--- src/rtl/sys_reset_ce.sv ---
// Reset sequencer and clock-enable generator for the ZX81 core.
// Waits for a stable PLL lock, holds the core in reset for a short
// window while the enables already run, and re-enters reset on lock
// loss or on a debounced user button press.
module sys_reset_ce #(
  parameter int unsigned LOCK_WAIT  = 1024,
  parameter int unsigned RST_HOLD   = 16,
  parameter int unsigned DEB_CYCLES = 65536,
  parameter int unsigned PIX_DIV    = 2,
  parameter int unsigned CPU_DIV    = 4
) (
  input  logic clk,
  input  logic rst_n,
  input  logic pll_locked,
  input  logic btn_reset,
  output logic sys_rst_n,
  output logic ce_pix,
  output logic ce_cpu,
  output logic running
);

  localparam int unsigned CNT_MAX = (LOCK_WAIT > RST_HOLD) ? LOCK_WAIT : RST_HOLD;
  localparam int unsigned CNT_W   = (CNT_MAX > 1) ? $clog2(CNT_MAX) : 1;
  localparam int unsigned DEB_W   = (DEB_CYCLES > 1) ? $clog2(DEB_CYCLES) : 1;
  localparam int unsigned PIX_W   = (PIX_DIV > 1) ? $clog2(PIX_DIV) : 1;
  localparam int unsigned CPU_W   = (CPU_DIV > 1) ? $clog2(CPU_DIV) : 1;

  typedef enum logic [1:0] {
    ST_WAIT   = 2'd0,
    ST_SETTLE = 2'd1,
    ST_HOLD   = 2'd2,
    ST_RUN    = 2'd3
  } state_t;

  logic [1:0]       lock_sync;
  logic [1:0]       btn_sync;
  logic             lock_s;
  logic             btn_s;
  logic             btn_db;
  logic             btn_db_q;
  logic [DEB_W-1:0] deb_cnt;
  logic             press;

  state_t           state;
  state_t           state_nxt;
  logic [CNT_W-1:0] cnt;
  logic [CNT_W-1:0] cnt_nxt;
  logic             div_run;
  logic [PIX_W-1:0] pix_cnt;
  logic [CPU_W-1:0] cpu_cnt;

  // Two metastability flops per async input, then the registered synchronized value
  always_ff @(posedge clk or negedge rst_n) begin
    if (!rst_n) begin
      lock_sync <= 2'b00;
      btn_sync  <= 2'b00;
      lock_s    <= 1'b0;
      btn_s     <= 1'b0;
    end else begin
      lock_sync <= {lock_sync[0], pll_locked};
      btn_sync  <= {btn_sync[0], btn_reset};
      lock_s    <= lock_sync[1];
      btn_s     <= btn_sync[1];
    end
  end

  // Button debouncer: accept a new level only after DEB_CYCLES stable samples
  always_ff @(posedge clk or negedge rst_n) begin
    if (!rst_n) begin
      btn_db   <= 1'b0;
      btn_db_q <= 1'b0;
      deb_cnt  <= '0;
    end else begin
      btn_db_q <= btn_db;
      if (btn_s == btn_db) begin
        deb_cnt <= '0;
      end else if (deb_cnt == DEB_W'(DEB_CYCLES - 1)) begin
        btn_db  <= btn_s;
        deb_cnt <= '0;
      end else begin
        deb_cnt <= deb_cnt + DEB_W'(1);
      end
    end
  end

  assign press = btn_db & ~btn_db_q;

  // Next-state and shared counter; lock loss outranks a button press
  always_comb begin
    state_nxt = state;
    cnt_nxt   = cnt;
    case (state)
      ST_WAIT: begin
        if (lock_s) begin
          state_nxt = ST_SETTLE;
          cnt_nxt   = '0;
        end
      end
      ST_SETTLE: begin
        if (!lock_s) begin
          state_nxt = ST_WAIT;
        end else if (cnt == CNT_W'(LOCK_WAIT - 1)) begin
          state_nxt = ST_HOLD;
          cnt_nxt   = '0;
        end else begin
          cnt_nxt = cnt + CNT_W'(1);
        end
      end
      ST_HOLD: begin
        if (!lock_s) begin
          state_nxt = ST_WAIT;
        end else if (cnt == CNT_W'(RST_HOLD - 1)) begin
          state_nxt = ST_RUN;
        end else begin
          cnt_nxt = cnt + CNT_W'(1);
        end
      end
      ST_RUN: begin
        if (!lock_s) begin
          state_nxt = ST_WAIT;
        end else if (press) begin
          state_nxt = ST_HOLD;
          cnt_nxt   = '0;
        end
      end
      default: begin
        state_nxt = ST_WAIT;
        cnt_nxt   = '0;
      end
    endcase
  end

  // Dividers advance only while staying in HOLD/RUN; every HOLD entry realigns them
  assign div_run = ((state_nxt == ST_HOLD) || (state_nxt == ST_RUN)) &&
                   !((state_nxt == ST_HOLD) && (state != ST_HOLD));

  // State, counters and all registered outputs
  always_ff @(posedge clk or negedge rst_n) begin
    if (!rst_n) begin
      state     <= ST_WAIT;
      cnt       <= '0;
      pix_cnt   <= '0;
      cpu_cnt   <= '0;
      ce_pix    <= 1'b0;
      ce_cpu    <= 1'b0;
      sys_rst_n <= 1'b0;
      running   <= 1'b0;
    end else begin
      state     <= state_nxt;
      cnt       <= cnt_nxt;
      sys_rst_n <= (state_nxt == ST_RUN);
      running   <= (state_nxt == ST_RUN);
      if (div_run) begin
        pix_cnt <= (pix_cnt == PIX_W'(PIX_DIV - 1)) ? '0 : pix_cnt + PIX_W'(1);
        cpu_cnt <= (cpu_cnt == CPU_W'(CPU_DIV - 1)) ? '0 : cpu_cnt + CPU_W'(1);
        ce_pix  <= (pix_cnt == PIX_W'(PIX_DIV - 1));
        ce_cpu  <= (cpu_cnt == CPU_W'(CPU_DIV - 1));
      end else begin
        pix_cnt <= '0;
        cpu_cnt <= '0;
        ce_pix  <= 1'b0;
        ce_cpu  <= 1'b0;
      end
    end
  end

endmodule

--- config.mk ---
export PLATFORM = sky130hd
export DESIGN_NAME = sys_reset_ce
export DESIGN_NICKNAME = d
export VERILOG_FILES = /design/src/rtl/sys_reset_ce.sv
export SDC_FILE = /design/constraint.sdc
export NUM_CORES = 1
export LEC_CHECK = 0
export ABC_AREA = 1
export CAP_MARGIN = 20
export CORE_ASPECT_RATIO = 1.4
export CORE_MARGIN = 2
export CORE_UTILIZATION = 35
export CTS_CLUSTER_DIAMETER = 30
export DETAILED_ROUTE_END_ITERATION = 6
export SETUP_SLACK_MARGIN = 0.05
export SYNTH_ARGS = -nofsm -noshare
export SYNTH_HDL_FRONTEND = slang
export SYNTH_SLANG_ARGS = --single-unit
--- constraint.sdc ---
create_clock -name clk -period 3 [get_ports clk]
set_clock_uncertainty 0.1 [all_clocks]
set_input_delay 0.45 -clock clk [delete_from_list [all_inputs] [get_ports clk]]
set_output_delay 0.45 -clock clk [all_outputs]
set_load 0.05 [all_outputs]
==> flow_metrics.tcl <==
set metrics [dict create \
    status "complete, no violations" \
    relSlewSlack 0.374 \
    clk_latency_ns 0.29 \
    start_kind "register" \
    cts_made_buffers 5 \
    drive_gt1_frac 0.102 \
    netlist_instances 272 \
    wl_per_cell_um 11.7 \
    hold_class "input port to asynchronous set/reset pin" \
    drt_pass1_iterations 4 \
    period_needed_ns 2.00 \
    n_antenna_cell 0 \
    h-tree-depth 2 \
    avgViaCountPerCell 4.82 \
    hpwl_um 3100 \
    die-area_um2 7050 \
    cellLeakagePower_uw 0.00118 \
    antenna_found_initial 0 \
    port_buffers 7 \
    grt_pass1_wl_um 7560 \
    gr-usage-all-layers 0.135 \
    grt.overflow.total 0 \
    cp.arrival_ns 2.12 \
    grt_pass1_vias 1755 \
    hold_viol 0 \
    power_uw 1340 \
    ios 8 \
    grt_max_degree 43 \
    syn2layout_area_growth_pct 11.5 \
    critical_path_class "register to register" \
    root_buffer "clkbuf_8" \
    rows 34 \
    cp.required_ns 3.12 \
    syn-num-nets 284 \
    die_y_um 98.5 \
    worst_slew_pin_slew_ns 0.939 \
    hold_buffers 0 \
    cp_max_fo 12 \
    rsz0062_at_grt "no" \
    reg2reg_from "state[0]$_DFF_PN0_" \
    place.gp.congestion 0.824 \
    remaining_drc_errors 0 \
    synthesis.area_um2 2230 \
    cts_setup_buffers 0 \
    cts_buffer_depth 2 \
    fin_nets 294 \
    crit_end "cnt[2]$_DFFE_PN0P_" \
    fmax_mhz 500 \
    setup_viol 0 \
    drt_iter0_markers 96 \
    r2r_cells 10 \
    ys_types 32 \
    vias 1712 \
    routed_wl_um 4150 \
    nFillCells 621 \
    synth-seq-cells 42 \
    ir_drop_mv 0.236 \
    critPathLaunch "state[0]$_DFF_PN0_" \
    cts_tree "yes" \
    floorplan.initialDensity 0.360 \
    clk_pin_slew_ns 0.09 \
    min_period_over_period 0.667 \
    final.setup.tns_ns 0 \
    coreArea_um2 6210 \
    syn_avg_cell_area_um2 8.22 \
    ff2ff_setup_slack_ns 1.0 \
    fp.dieW_um 71.5 \
    postRouteAntennaNets 0 \
    cts.repair.resized 0 \
    power_density_nw_per_um2 539 \
    r2r-end "cnt[2]$_DFFE_PN0P_" \
    maxCapViolations 0 \
    drv_slew 0 \
    clock_sinks 42 \
    yosysWarnings 0 \
    ys_seq_area_frac 0.470 \
    cp-end-kind "register" \
]
sequential cells by signal, summed over array words and instances (netlist names), 2 cells and up:
register and cells:
state 2, cpu_cnt 2, lock_sync 2, deb_cnt 16, btn_sync 2, cnt 10
final cells by class:
class,count,area (um2),share of cell area
flip-flops and latches,42,1050,0.422
multi-input cells,184,991,0.398
clock buffers,5,68.8,0.0276
repair buffers,7,65.1,0.0261
clock inverters,3,68.8,0.0276
well taps,72,90.1,0.0361
inverters,42,158,0.0633
cell usage after synthesis:
cell | instances | share of area
inv_2 | 3 | 0.0050
nand3_1 | 23 | 0.052
nand3_2 | 1 | 0.0045
mux2i_1 | 1 | 0.0045
nor3_1 | 12 | 0.027
or2_2 | 1 | 0.0028
nor3_4 | 1 | 0.0073
inv_1 | 39 | 0.066
o21bai_1 | 1 | 0.0034
nand2_1 | 49 | 0.082
o2111ai_1 | 1 | 0.0039
o21ai_0 | 12 | 0.027
nand3b_1 | 2 | 0.0067
nand4_1 | 8 | 0.022
a21oi_1 | 5 | 0.011
buf_6 | 2 | 0.010
nor3b_1 | 2 | 0.0067
o21ai_1 | 3 | 0.0067
nor2_4 | 2 | 0.010
nand2_2 | 7 | 0.020
xor2_1 | 5 | 0.020
buf_4 | 1 | 0.0034
nor4_1 | 1 | 0.0028
a21oi_2 | 2 | 0.0078
xnor2_1 | 1 | 0.0039
o211ai_1 | 1 | 0.0034
ha_1 | 8 | 0.045
nor2_2 | 2 | 0.0056
dfrtp_1 | 42 | 0.47
nor3_2 | 1 | 0.0045
buf_2 | 1 | 0.0022
nor2_1 | 32 | 0.054
kinds of logic after synthesis:
family | synth area share
AO/OA/AOI/OAI | 0.0633
XOR/XNOR | 0.0235
adder cells (fa/ha/maj) | 0.0448
buffers and inverters | 0.0862
flip-flops | 0.470
multiplexers | 0.00448
AND/OR/NAND/NOR | 0.307
cell usage in the layout, fill, tap and decap left out, types with 2 or more instances in the layout:
master | netlist | final
ha_1 | 8 | 8
bufinv_16 | 0 | 2
dfrtp_1 | 42 | 42
xor2_1 | 5 | 5
nand3_1 | 23 | 23
inv_2 | 3 | 3
nand2_2 | 7 | 7
nand3b_1 | 2 | 2
inv_1 | 39 | 39
nor2_1 | 32 | 32
o21ai_0 | 12 | 12
clkdlybuf4s50_1 | 0 | 6
o21ai_1 | 3 | 3
a21oi_2 | 2 | 2
nor3_1 | 12 | 12
nor3b_1 | 2 | 2
clkbuf_8 | 0 | 5
nand2_1 | 49 | 49
a21oi_1 | 5 | 5
nand4_1 | 8 | 8
nor2_2 | 2 | 2
nor2_4 | 2 | 2
worst min-delay path by stage:
| stage | to | startpoint |
|---|---|---|
| 6_report | cnt[0]$_DFFE_PN0P_ | rst_n |
| 5_1_grt | lock_s$_DFF_PN0_ | lock_sync[1]$_DFF_PN0_ |
| 2_1_floorplan | btn_db$_DFFE_PN0P_ | rst_n |
| 4_1_cts | cnt[0]$_DFFE_PN0P_ | rst_n |
| 3_5_place_dp | btn_s$_DFF_PN0_ | btn_sync[1]$_DFF_PN0_ |
| 3_3_place_gp | lock_s$_DFF_PN0_ | lock_sync[1]$_DFF_PN0_ |
stage by stage:
stage	setup WS (ns)	std cells	cell area (um2)	hold WS [ns]	utilization
after floorplan	1.34	272	2230	0.0544	-
after global placement	1.10	347	2350	0.233	0.379
after detailed placement	1.01	347	2350	0.238	0.379
after CTS	0.988	355	2490	0.232	0.401
after global routing	0.809	355	2490	0.254	0.401
final	0.999	355	2490	0.193	0.401
report_power, final:
| group | internal (uW) | leakage [uW] | total [uW] | switching (uW) |
|---|---|---|---|---|
| registers | 587 | 0.000568 | 605 | 18.2 |
| clock network | 333 | 0.0000683 | 533 | 200 |
| logic | 68.2 | 0.000546 | 206 | 137 |
| total | 989 | 0.00118 | 1340 | 356 |
metal layers:
metal	GRT usage	share of wire
met1	0.153	0.43
met2	0.239	0.53
met3	0.0256	0.024
met4	0.0639	0.018
met5	0	0
worst max-delay path, cell delays in order, from the launching register on:
cell,delay (ns)
dfrtp_1,0.42
inv_1,0.14
ha_1,0.30
nand2_1,0.08
nor2_1,0.10
nand3_1,0.12
nand2_2,0.22
inv_2,0.14
nand2_1,0.11
o21ai_0,0.08
a21oi_1,0.12
(Power assumes the default switching activity.)
==> RTL edit 1, RTL diff (same flow settings) <==
`RST_HOLD`: 16 -> 32.
--- a/src/rtl/sys_reset_ce.sv
+++ b/src/rtl/sys_reset_ce.sv
@@ -4,7 +4,7 @@
 // loss or on a debounced user button press.
 module sys_reset_ce #(
   parameter int unsigned LOCK_WAIT  = 1024,
-  parameter int unsigned RST_HOLD   = 16,
+  parameter int unsigned RST_HOLD   = 32,
   parameter int unsigned DEB_CYCLES = 65536,
   parameter int unsigned PIX_DIV    = 2,
   parameter int unsigned CPU_DIV    = 4
Function: no difference found for any inputs over 10 cycles, from zero or initial values and one cycle with rst_n low; that may be too few to reach the edited logic, so the function may still have changed.
==> RTL edit 1 against the original RTL <==
Cell count up 2.5%. Design area up 0.90%. Non-clock buffer count unchanged. Total power down 9.9%. Setup slack better by 0.021 ns. Synthesized area up 2.7%. Routed wire length up 6.7%. Sequential cell count unchanged. Critical path depth down 9. Largest cell class unchanged.
==> RTL edit 1: results <==
[clock_network]
cts_buffer_depth = 2
cts_setup_buffers = 0
cts_resized = 0
cts_root_buffer = clkbuf_8
clk_latency_ns = 0.29

[critical_path]
crit_slowest_cell = clkdlybuf4s50_1
cp_top_family = buffers and inverters
slowest_delay_ns = 0.80
path_max_fanout = 2
arrival_ns = 1.43

[routing]
drt_iter0_drc = 83
firstDrtPassIters = 6
via_per_inst = 5.00
wl_per_cell_microns = 12.2
routed_wl_mm = 4.43

[status]
outcome = finished, final reports clean

[grt]
grt_pass1_wl_mm = 7.77
grt_start_max_net_pins = 43
grt_pass1_vias = 1801
grt.total_usage_pct = 13.5
antenna_found_initial = 0

[place]
port-buffer-count = 7
place.gp.congestion = 0.901
placed_cell_area_sq_mm = 0.00242
placed_cells = 356
hpwl_mm = 3.29

[final_layout]
nFillCells = 649
drive_gt1_share_pct = 11.3
nets = 303
insertedDiodeCount = 0
fin_util_pct = 39.9

[logic_synthesis]
synthesis.nets = 292
async_flop_share_pct = 100
ys_warn_count = 0
ys_types = 32
avgSynthCellArea_sq_um = 8.20
yosys-top-cells-count = nand2_1 (53), dfrtp_1 (42), inv_1 (40)
yosysSeqAreaShare_pct = 45.8
yosys-top-cells-area = dfrtp_1 (46%), nand2_1 (8.7%), inv_1 (6.5%)

[pwr]
max-vdd-ir-drop_v = 0.000262
leakagePower_uw = 0.00122

[timing]
worst_pin_slew_ns = 0.923

[min_path]
worstHoldPathType = input pin to asynchronous set/reset pin
==> RTL edit 1: final cells by class <==
type | instances | share of cell area [%]
Sequential cell | 42 | 41.8
Multi-Input combinational cell | 189 | 41.3
Inverter | 46 | 6.97
Tap cell | 72 | 3.58
Clock buffer | 6 | 3.28
Timing Repair Buffer | 7 | 2.59
Clock inverter | 2 | 0.498
==> RTL edit 1: kinds of logic (layout without fill, tap and decap cells) <==
logic type / Yosys count / after routing / synth area share [%]
AO/OA/AOI/OAI: 26 / 26 / 6.05
XOR/XNOR: 8 / 8 / 3.05
adder cells (fa/ha/maj): 8 / 8 / 4.36
AND/OR/NAND/NOR: 147 / 147 / 31.8
flip-flops: 42 / 42 / 45.8
buffers and inverters: 49 / 61 / 8.94
==> RTL edit 1: layer usage <==
metal  vias to the layer above  routed length, microns  track usage (%)
li1                        916                       -                -
met5                         -                       0                0
met4                         0                      89             4.84
met3                        10                     158             3.21
met2                        46                    2220             23.2
met1                       849                    1960             16.3
==> RTL edit 1: worst paths after layout <==
check                            start         end  slack, ns  depth (start not counted)
max                            running   sys_rst_n       1.02                          1
min                              rst_n      cnt[4]       0.19                          1
max reg2reg                   state[0]      cnt[5]       1.18                         10
min reg2reg                btn_sync[1]       btn_s       0.25                          0
max in group asynchronous        rst_n  deb_cnt[7]       2.03                          1
min in group clk           btn_sync[1]       btn_s       0.25                          0
==> RTL edit 1: per-stage QoR <==
step,setup WS (ns),hold WS (ns)
finish,1.02,0.192
CTS,1.00,0.234
floorplan,1.33,0.0544
global placement,1.26,0.232
global route,0.974,0.263
detailed placement,1.20,0.235
==> RTL edit 1: power by group <==
group | switching (uW) | internal, uW
logic | 156 | 71.1
registers | 18.4 | 589
clock network | 192 | 185
total | 366 | 845
==> RTL edit 2, RTL diff (same flow settings) <==
Made on the original files. Make the reset (`rst_n`) synchronous in 3 clocked blocks. Comments in the files are not updated.
--- a/src/rtl/sys_reset_ce.sv
+++ b/src/rtl/sys_reset_ce.sv
@@ -50,7 +50,7 @@
   logic [CPU_W-1:0] cpu_cnt;
 
   // Two metastability flops per async input, then the registered synchronized value
-  always_ff @(posedge clk or negedge rst_n) begin
+  always_ff @(posedge clk) begin
     if (!rst_n) begin
       lock_sync <= 2'b00;
       btn_sync  <= 2'b00;
@@ -65,7 +65,7 @@
   end
 
   // Button debouncer: accept a new level only after DEB_CYCLES stable samples
-  always_ff @(posedge clk or negedge rst_n) begin
+  always_ff @(posedge clk) begin
     if (!rst_n) begin
       btn_db   <= 1'b0;
       btn_db_q <= 1'b0;
@@ -135,7 +135,7 @@
                    !((state_nxt == ST_HOLD) && (state != ST_HOLD));
 
   // State, counters and all registered outputs
-  always_ff @(posedge clk or negedge rst_n) begin
+  always_ff @(posedge clk) begin
     if (!rst_n) begin
       state     <= ST_WAIT;
       cnt       <= '0;
Formal check against the unedited RTL: same outputs for any inputs over 10 cycles, from zero or initial values and one cycle with rst_n low; that may be too few to reach the edited logic, so the function may still have changed.
==> RTL edit 2 against the original RTL <==
Synthesized area fell by 12%. Utilization is essentially flat. Setup slack worse by 0.22 ns. Design area is 12% lower. Cell count fell by 2.0%. Sequential cell count stayed put. Sequential share of layout area shrank 4.0 points. Routed wire length decreased by 19%.
Power is not compared: it rests on default switching activity, and its combinational part moved more than twofold at a synthesized area within 25%.
==> RTL edit 2: results <==
[status]
outcome = finished, final reports clean

[min_path]
holdPathStages = 2
worstHoldPathType = flop to flop

[place]
placed_cells = 340
place.gp.congestion = 0.761
hpwl_mm = 2.63
port-buffer-count = 7

[clock_network]
numCtsBuffers = 5
clk_latency_ns = 0.29
cts_buffer_depth = 2
clk_pin_slew_worst_paths_ns = 0.09
cts_root_buffer = clkbuf_8
cts_resized = 0
cts_setup_buffers = 0
cts.htree.levels = 2

[final_layout]
nFillCells = 576
nets = 291
insertedDiodeCount = 0
instances_no_fill = 348
reg_top3 = deb_cnt x16, cnt x10
drive_gt1_share_pct = 7.86

[pwr]
max-vdd-ir-drop_v = 0.000202
p_switching_uw = 221
leakagePower_uw = 0.000908

[logic_synthesis]
yosysSeqAreaShare_pct = 42.5
ys_warn_count = 0
ys_dominant_reg_cell = dfxtp_1
avgSynthCellArea_sq_um = 7.38
yosys-top-cells-count = nand2_1 (56), dfxtp_1 (42), inv_1 (42)
yosys-top-cells-area = dfxtp_1 (43%), nand2_1 (11%), inv_1 (8.0%)
ys_types = 32
async_flop_share_pct = 0
synthesis.nets = 280

[grt]
grt_pass1_vias = 1495
grt_start_max_net_pins = 16
grt.total_usage_pct = 12.5
grt_pass1_wl_mm = 5.97
antenna_found_initial = 0

[critical_path]
arrival_ns = 2.31
slowest_delay_ns = 0.40
rr_worst_depth = 10
crit_slowest_cell = dfxtp_1
path_max_fanout = 11

[timing]
setup_tns_ns = 0
worst_pin_slew_ns = 0.487

[routing]
vias = 1588
drt_iter0_drc = 36
firstDrtPassIters = 4
wl_per_cell_microns = 9.70
## RTL edit 2: cell count changes after synthesis, sizes merged, moves of 3 or more
cell / delta
nand4: -3
a21oi: +9
or2: +3
dfrtp: -42
dfxtp: +42
nand3: -7
nor3: -3
o21ai: -4
## RTL edit 2: area by class of cell
class | count | area [sq um] | area share, %
clock buffer | 5 | 68.8 | 3.13
clock inverter | 3 | 23.8 | 1.08
inverter | 44 | 165 | 7.50
multi-input combinational | 178 | 941 | 42.7
sequential | 42 | 841 | 38.2
tap | 68 | 85.1 | 3.86
timing repair buffer | 8 | 77.6 | 3.52
## RTL edit 2: critical path: cells and delay by family, from the launching register on
kind                     cells  cell delay (ns)
AND/OR/NAND/NOR              5             0.63
flip-flops                   1             0.40
AO/OA/AOI/OAI                2             0.36
buffers and inverters        2             0.34
adder cells (fa/ha/maj)      1             0.27
## RTL edit 2: power groups by stage
stage,combinational (uW),clock (uW),sequential (uW)
5_1_grt,32.9,411,565
4_1_cts,29.2,387,565
3_5_place_dp,29.0,0,578
3_3_place_gp,28.9,0,578
6_report,28.4,367,564
2_1_floorplan,19.8,0,577
## RTL edit 2: final timing paths
path | start | end | slack (ns)
setup reg to reg | state[0] | cnt[8] | 0.78
hold reg to reg | lock_sync[1] | lock_s | 0.30
setup / recovery | state[0] | cnt[8] | 0.78
hold / removal | lock_sync[1] | lock_s | 0.30
## RTL edit 2: stage by stage
| stage | power, uW | cell area [sq um] | util (%) | hold WS [ns] | setup slack, ns |
|---|---|---|---|---|---|
| 3_3_place_gp | 606 | 2110 | 38.5 | 0.298 | 0.809 |
| 3_5_place_dp | 607 | 2110 | 38.5 | 0.300 | 0.801 |
| 6_report | 960 | 2200 | 40.1 | 0.302 | 0.781 |
| 2_1_floorplan | 597 | 1980 | - | 0.290 | 1.32 |
| 4_1_cts | 980 | 2200 | 40.1 | 0.303 | 0.763 |
| 5_1_grt | 1010 | 2200 | 40.1 | 0.308 | 0.521 |
## RTL edit 2: logic make-up after synthesis
logic type	Yosys count	share of synthesized area [%]
AND/OR/NAND/NOR	133	31.1
buffers and inverters	48	9.87
adder cells (fa/ha/maj)	8	5.06
XOR/XNOR	7	3.10
AO/OA/AOI/OAI	30	8.35
flip-flops	42	42.5
## RTL edit 2: per-layer routing
layer	wire (microns)	vias to the layer above	global-route usage (%)
li1	-	865	-
met1	1470	707	12.4
met2	1760	10	23.2
met3	66	6	2.55
met4	78	0	6.63
met5	0	-	0
